File: src/rtl/inst_fetch_arbiter.sv
// ---------------------------------------------------------------------------
// inst_fetch_arbiter
// Shares a single-ported combinational instruction ROM between the pipeline
// fetch stage (IF) and a debug/loader read port (DBG). One ROM access is
// granted per cycle. Grants are combinational and read data is registered,
// so the data for a grant in cycle N appears in cycle N+1.
//
// Ports:
//   clk, rst            clock, asynchronous active-high reset
//   if_req/if_addr      IF fetch request and byte address
//   if_gnt              IF request accepted this cycle (combinational)
//   if_rvalid/if_rdata  registered instruction for last cycle's IF grant
//   dbg_req/dbg_lock    debug read request and bus-ownership lock
//   dbg_addr            debug byte address
//   dbg_gnt             debug request accepted this cycle (combinational)
//   dbg_rvalid/rdata    registered data for last cycle's DBG grant
//   rom_ce/rom_addr     ROM chip-enable and address (0 when idle)
//   rom_inst            combinational ROM read data
//   stallreq            IF requested but was not granted
//
// Configuration macro: INST_ARB_FIXED_PRIO_EN
//   defined   -> fixed priority, IF always wins, dbg_lock ignored
//   undefined -> round-robin arbitration with debug lock
// ---------------------------------------------------------------------------
module inst_fetch_arbiter #(
    parameter int unsigned ADDR_W = 32,
    parameter int unsigned DATA_W = 32
) (
    input  logic              clk,
    input  logic              rst,
    input  logic              if_req,
    input  logic [ADDR_W-1:0] if_addr,
    output logic              if_gnt,
    output logic              if_rvalid,
    output logic [DATA_W-1:0] if_rdata,
    input  logic              dbg_req,
    input  logic              dbg_lock,
    input  logic [ADDR_W-1:0] dbg_addr,
    output logic              dbg_gnt,
    output logic              dbg_rvalid,
    output logic [DATA_W-1:0] dbg_rdata,
    output logic              rom_ce,
    output logic [ADDR_W-1:0] rom_addr,
    input  logic [DATA_W-1:0] rom_inst,
    output logic              stallreq
);

    typedef enum logic [1:0] {
        IDLE       = 2'd0,
        IF_OWN     = 2'd1,
        DBG_OWN    = 2'd2,
        DBG_LOCKED = 2'd3
    } state_t;

    state_t            r_state;
    state_t            w_state_nxt;
    logic              w_if_gnt;
    logic              w_dbg_gnt;
    logic              r_if_rvalid;
    logic              r_dbg_rvalid;
    logic [DATA_W-1:0] r_if_rdata;
    logic [DATA_W-1:0] r_dbg_rdata;

    // State register
    always_ff @(posedge clk or posedge rst) begin
        if (rst) begin
            r_state <= IDLE;
        end else begin
            r_state <= w_state_nxt;
        end
    end

    // Grant decision and next state
    always_comb begin
        w_if_gnt    = 1'b0;
        w_dbg_gnt   = 1'b0;
        w_state_nxt = IDLE;
`ifdef INST_ARB_FIXED_PRIO_EN
        if (if_req) begin
            w_if_gnt = 1'b1;
        end else if (dbg_req) begin
            w_dbg_gnt = 1'b1;
        end
        if (w_if_gnt) begin
            w_state_nxt = IF_OWN;
        end else if (w_dbg_gnt) begin
            w_state_nxt = DBG_OWN;
        end
`else
        if (if_req && !dbg_req) begin
            w_if_gnt = 1'b1;
        end else if (dbg_req && !if_req) begin
            w_dbg_gnt = 1'b1;
        end else if (if_req && dbg_req) begin
            // Contention: lock keeps DBG; otherwise favour the port not served last
            case (r_state)
                IF_OWN, DBG_LOCKED: w_dbg_gnt = 1'b1;
                default:            w_if_gnt  = 1'b1;
            endcase
        end
        if (w_if_gnt) begin
            w_state_nxt = IF_OWN;
        end else if (w_dbg_gnt) begin
            w_state_nxt = dbg_lock ? DBG_LOCKED : DBG_OWN;
        end
`endif
    end

    // Read-return registers; a non-granted port keeps its last data
    always_ff @(posedge clk or posedge rst) begin
        if (rst) begin
            r_if_rvalid  <= 1'b0;
            r_dbg_rvalid <= 1'b0;
            r_if_rdata   <= '0;
            r_dbg_rdata  <= '0;
        end else begin
            r_if_rvalid  <= w_if_gnt;
            r_dbg_rvalid <= w_dbg_gnt;
            if (w_if_gnt) begin
                r_if_rdata <= rom_inst;
            end
            if (w_dbg_gnt) begin
                r_dbg_rdata <= rom_inst;
            end
        end
    end

    assign if_gnt     = w_if_gnt;
    assign dbg_gnt    = w_dbg_gnt;
    assign rom_ce     = w_if_gnt | w_dbg_gnt;
    assign rom_addr   = w_if_gnt  ? if_addr  :
                        w_dbg_gnt ? dbg_addr : '0;
    assign stallreq   = if_req & ~w_if_gnt;
    assign if_rvalid  = r_if_rvalid;
    assign if_rdata   = r_if_rdata;
    assign dbg_rvalid = r_dbg_rvalid;
    assign dbg_rdata  = r_dbg_rdata;

endmodule

File: config.mk
export PLATFORM = sky130hd
export DESIGN_NAME = inst_fetch_arbiter
export DESIGN_NICKNAME = d
export VERILOG_FILES = /design/src/rtl/inst_fetch_arbiter.sv
export SDC_FILE = /design/constraint.sdc
export NUM_CORES = 1
export LEC_CHECK = 0
export BUFFER_PORTS_ARGS = -buffer_cell sky130_fd_sc_hd__buf_2
export CORE_AREA = 5 5 90 92
export DETAILED_ROUTE_END_ITERATION = 6
export DIE_AREA = 0 0 95 97
export PLACE_DENSITY = 0.76
export SLEW_MARGIN = 5
export SYNTH_ARGS = -nofsm -noshare
export SYNTH_HDL_FRONTEND = slang
export SYNTH_SLANG_ARGS = --single-unit
File: constraint.sdc
create_clock -name clk -period 3.3 [get_ports clk]
set_input_delay 0.99 -clock clk [delete_from_list [all_inputs] [get_ports clk]]
set_output_delay 0.99 -clock clk [all_outputs]
set_load 0.02 [all_outputs]
# Word-level counts from Yosys, hierarchy flattened
# Cells that the tools add are included.
# totals
reg_bits	68
input_bits	101
# op_classes
n_eq_ne	2
mux	13
bitwise	3
reduce_logical	6
# op_table
operator	count
32-bit two-way mux	2
1-bit two-way mux	9
2-bit two-way mux	2
1-bit logical AND	3
2-bit by 1-bit equality test with 1-bit output, second input constant	1
2-bit equality test, second input constant	1
1-bit logical NOT	2
2-bit OR reduction	1
1-bit AND	1
1-bit NOT	1
1-bit bitwise OR	1

# Depth between registers and ports, before layout
# logic_depth
ltp_word	8
depth_mapped	5
mapped_depth_nobuf	4

# Least setup slack after synthesis
# OpenSTA, ideal clock, no wires.
# synth_path
kind	in2out
startpoint	input port if_req
endpoint	output port rom_addr[23]
arrival_time_ns	1.821
required_ns	2.310
path_slack_ns	0.489
path_stages	5
cell_sequence	inv_2 -> a21oi_2 -> buf_6 -> buf_2 -> a22o_1
# synth_via
elab_cells_between_ends	12
classes_between	8 x mux; 4 x reduce/logical
# synth_rtl
item	line_no	source
start: declaration	31	input logic if_req,
1-bit logical AND or 1-bit logical NOT (tied branches)	94, 92	
1-bit two-way mux or 1-bit logical AND (tied branches)	94, 92	
1-bit two-way mux	92	end else if (dbg_req && !if_req) begin
1-bit two-way mux (*)	90	if (if_req && !dbg_req) begin
net if_gnt	33	output logic if_gnt,
32-bit two-way mux (*)	131	assign rom_addr = w_if_gnt ? if_addr :
end: declaration	43	output logic [ADDR_W-1:0] rom_addr,
# Mark *: on every way through the listed nets, which the timed path passes. The rest lies on a longest branch.

# Worst setup path in the final report
# layout_path
startpoint	input port if_req
endpoint	output port rom_addr[1]
# layout_via
elab_chain_len	6
elab_cells_between_ends	12
classes_between	8 x mux; 4 x reduce/logical
# layout_lines
item	line_no	source
1-bit logical AND or 1-bit logical NOT (tied branches)	94, 92	
1-bit two-way mux or 1-bit logical AND (tied branches)	94, 92	
1-bit two-way mux	92	
1-bit two-way mux	90	
32-bit two-way mux	132	w_dbg_gnt ? dbg_addr : '0;
32-bit two-way mux (*)	131	
# Every way passes the cells marked *; elsewhere a longest branch is shown, timed or not.

==> flow_summary.json <==
{
  "end_kind": "output port",
  "worstPathRequired_ns": 2.31,
  "stdcell_count": 492,
  "die_x_um": 95,
  "clock-sinks": 67,
  "fin_setup_tns_ns": 0,
  "io_buffers": 202,
  "grt_pass1_wl_um": 13300,
  "synth.largest_area_cell": "dfrtp_1",
  "ys_ff_latch": 67,
  "cp.arrival_ns": 2.11,
  "cts_resized": 0,
  "path_class": "in2out",
  "cts_tree": "built",
  "start_kind": "input port",
  "syn_inst": 184,
  "fin_worst_skew_ns": 0.00750,
  "first_global_vias": 2538,
  "timing.fmax_ghz": 0.323,
  "rows": 31,
  "path_clk_slew_ns": 0.07,
  "maxCapViolations": 0,
  "vias": 2363,
  "setup-violations-final": 0,
  "gp_congestion": 0.789,
  "stdcell_area_mm2": 0.00418,
  "tightest_slew_ns": 0.681,
  "synth_area_mm2": 0.00286,
  "synth_area_leaders": "dfrtp_1 (59%), mux2_2 (23%), a22o_1 (9.8%)",
  "reg2reg_slack_ns": 1.50,
  "root_buffer": "clkbuf_8",
  "syn2layout_area_growth_pct": 46.1,
  "num_antenna_cells": 0,
  "status": "finished clean",
  "post-route-drc-count": 0,
  "dp.cells": 476,
  "start_util_pct": 40.1,
  "overflow": 0,
  "die_h_um": 97,
  "synth.net_count": 285,
  "peakVddDrop_v": 0.000345,
  "drt_pre_antenna_iters": 4,
  "viasPerCell": 4.80,
  "crit_fanout": 34,
  "leakage_nw": 2.18,
  "placed_area_mm2": 0.00395,
  "clock_path_buffers": 2,
  "yosys.area.top_type_share_pct": 58.6,
  "cts_made_buffers": 9,
  "fin_ws_ns": 0.204,
  "hold_path.class": "reg2reg",
  "async_flop_share_pct": 100,
  "relSlewSlack_pct": 54.5,
  "yosysUniqueCellTypes": 14,
  "rsz0062_at_grt": "no",
  "cts_setup_buffers": 0,
  "rr_startpoint": "r_state[0]",
  "fin_crit_ns": 3.10,
  "hpwl_um": 6710,
  "clkLatencyLatePin_ns": 0.33,
  "finalHoldViolCount": 0,
  "die-area_mm2": 0.00922,
  "synth_most_common_cell": "dfrtp_1",
  "h-tree-depth": 3,
  "synth_area_per_cell_um2": 15.5,
  "worstSetupStartpoint": "if_req",
  "finalMaxSlewViolations": 0,
  "wirelength_um": 8600,
  "cellPowerDensity_mw_per_mm2": 581,
  "postCtsHoldBufs": 0,
  "synth_ff_type": "dfrtp_1",
  "grt_usage_pct": 18.5,
  "ys_warn_count": 0,
  "synthTopCellsByCount": "dfrtp_1 (67), mux2_2 (58), a22o_1 (32), mux2_4 (6)",
  "timing.final.crit_share_pct": 93.8,
  "fin_util_pct": 58.5,
  "ant_nets": 0,
  "fin_nets": 489,
  "io_pins": 203,
  "hold_path.startpoint": "dbg_rdata[15]",
  "place_ws_ns": 0.202,
  "first_iter_violations": 37,
  "synth_edf_count": 0,
  "grt_max_degree": 46,
  "wire_per_inst_um": 17.5,
  "antenna_found_initial": 0,
  "core_mm2": 0.00714,
  "ys_seq_area_share_pct": 58.6,
  "drive_gt1_share_pct": 74.3
}
==> cell usage in the layout (no fill, tap or decap) <==
cell type  netlist  layout
buf_4            3       2
clkbuf_8         0       9
mux2_2          58      58
buf_2            5     202
dfrtp_1         67      67
inv_6            0       1
a21o_1           1       1
bufinv_16        0       2
clkinv_4         0       3
buf_12           0       2
and3_1           1       1
a22o_1          32      32
inv_2            2       3
or2_2            1       1
o21ai_4          1       1
a21oi_4          0       1
clkinv_2         0       1
mux2_4           6       6
==> per-layer routing <==
layer | vias up | track usage (%) | wire length, µm
li1 | 1093 | - | -
met1 | 1153 | 20.0 | 3170
met2 | 111 | 33.9 | 4480
met3 | 6 | 6.44 | 899
met4 | 0 | 4.66 | 48
met5 | - | 0 | 0
==> path summary, 6_finish.rpt <==
check                                end  depth (start not counted)
min reg2reg                dbg_rdata[15]                          1
min in group asynchronous  dbg_rdata[24]                          2
max in group asynchronous   if_rdata[26]                          3
min                        dbg_rdata[15]                          1
max reg2reg                  if_rdata[7]                          4
max                          rom_addr[1]                          6
==> final cells by class <==
| class | count | area [µm²] |
|---|---|---|
| fillers | 654 | 2960 |
| well taps | 99 | 124 |
| multi-input cells | 101 | 1080 |
| flip-flops and latches | 67 | 1680 |
| inverters | 3 | 11.3 |
| clock inverters | 7 | 100 |
| clock buffers | 9 | 124 |
| repair buffers | 206 | 1070 |
==> critical path, cell delays in order <==
cell and delay, ns:
buf_2 0.12, inv_2 0.09, o21ai_4 0.07, inv_2 0.40, a22o_1 0.24, buf_2 0.19
==> kinds of logic after synthesis <==
kind of cell,after synthesis,synth area share (%)
flip-flops,67,58.6
multiplexers,64,26.0
AO/OA/AOI/OAI,35,10.9
buffers and inverters,16,4.02
AND/OR/NAND/NOR,2,0.438
==> power by group <==
part / internal (mW) / leakage (nW) / switching (mW)
Sequential: 0.937 / 0.784 / 0.0563
Clock: 0.431 / 0.114 / 0.327
Combinational: 0.287 / 1.28 / 0.389
==> registers in the layout, summed over array words and instances, names as in the netlist <==
register    cells
dbg_rdata      32
if_rdata       32
dbg_rvalid      1
if_rvalid       1
r_state         1
==> per-stage QoR <==
| step | power [mW] | hold WS (ns) |
|---|---|---|
| floorplan | 1.42 | 0.635 |
| global placement | 1.68 | 0.482 |
| detailed placement | 1.69 | 0.488 |
| CTS | 2.47 | 0.506 |
| global route | 2.55 | 0.514 |
| finish | 2.43 | 0.504 |
No activity file was read; power rests on OpenSTA's default activity.
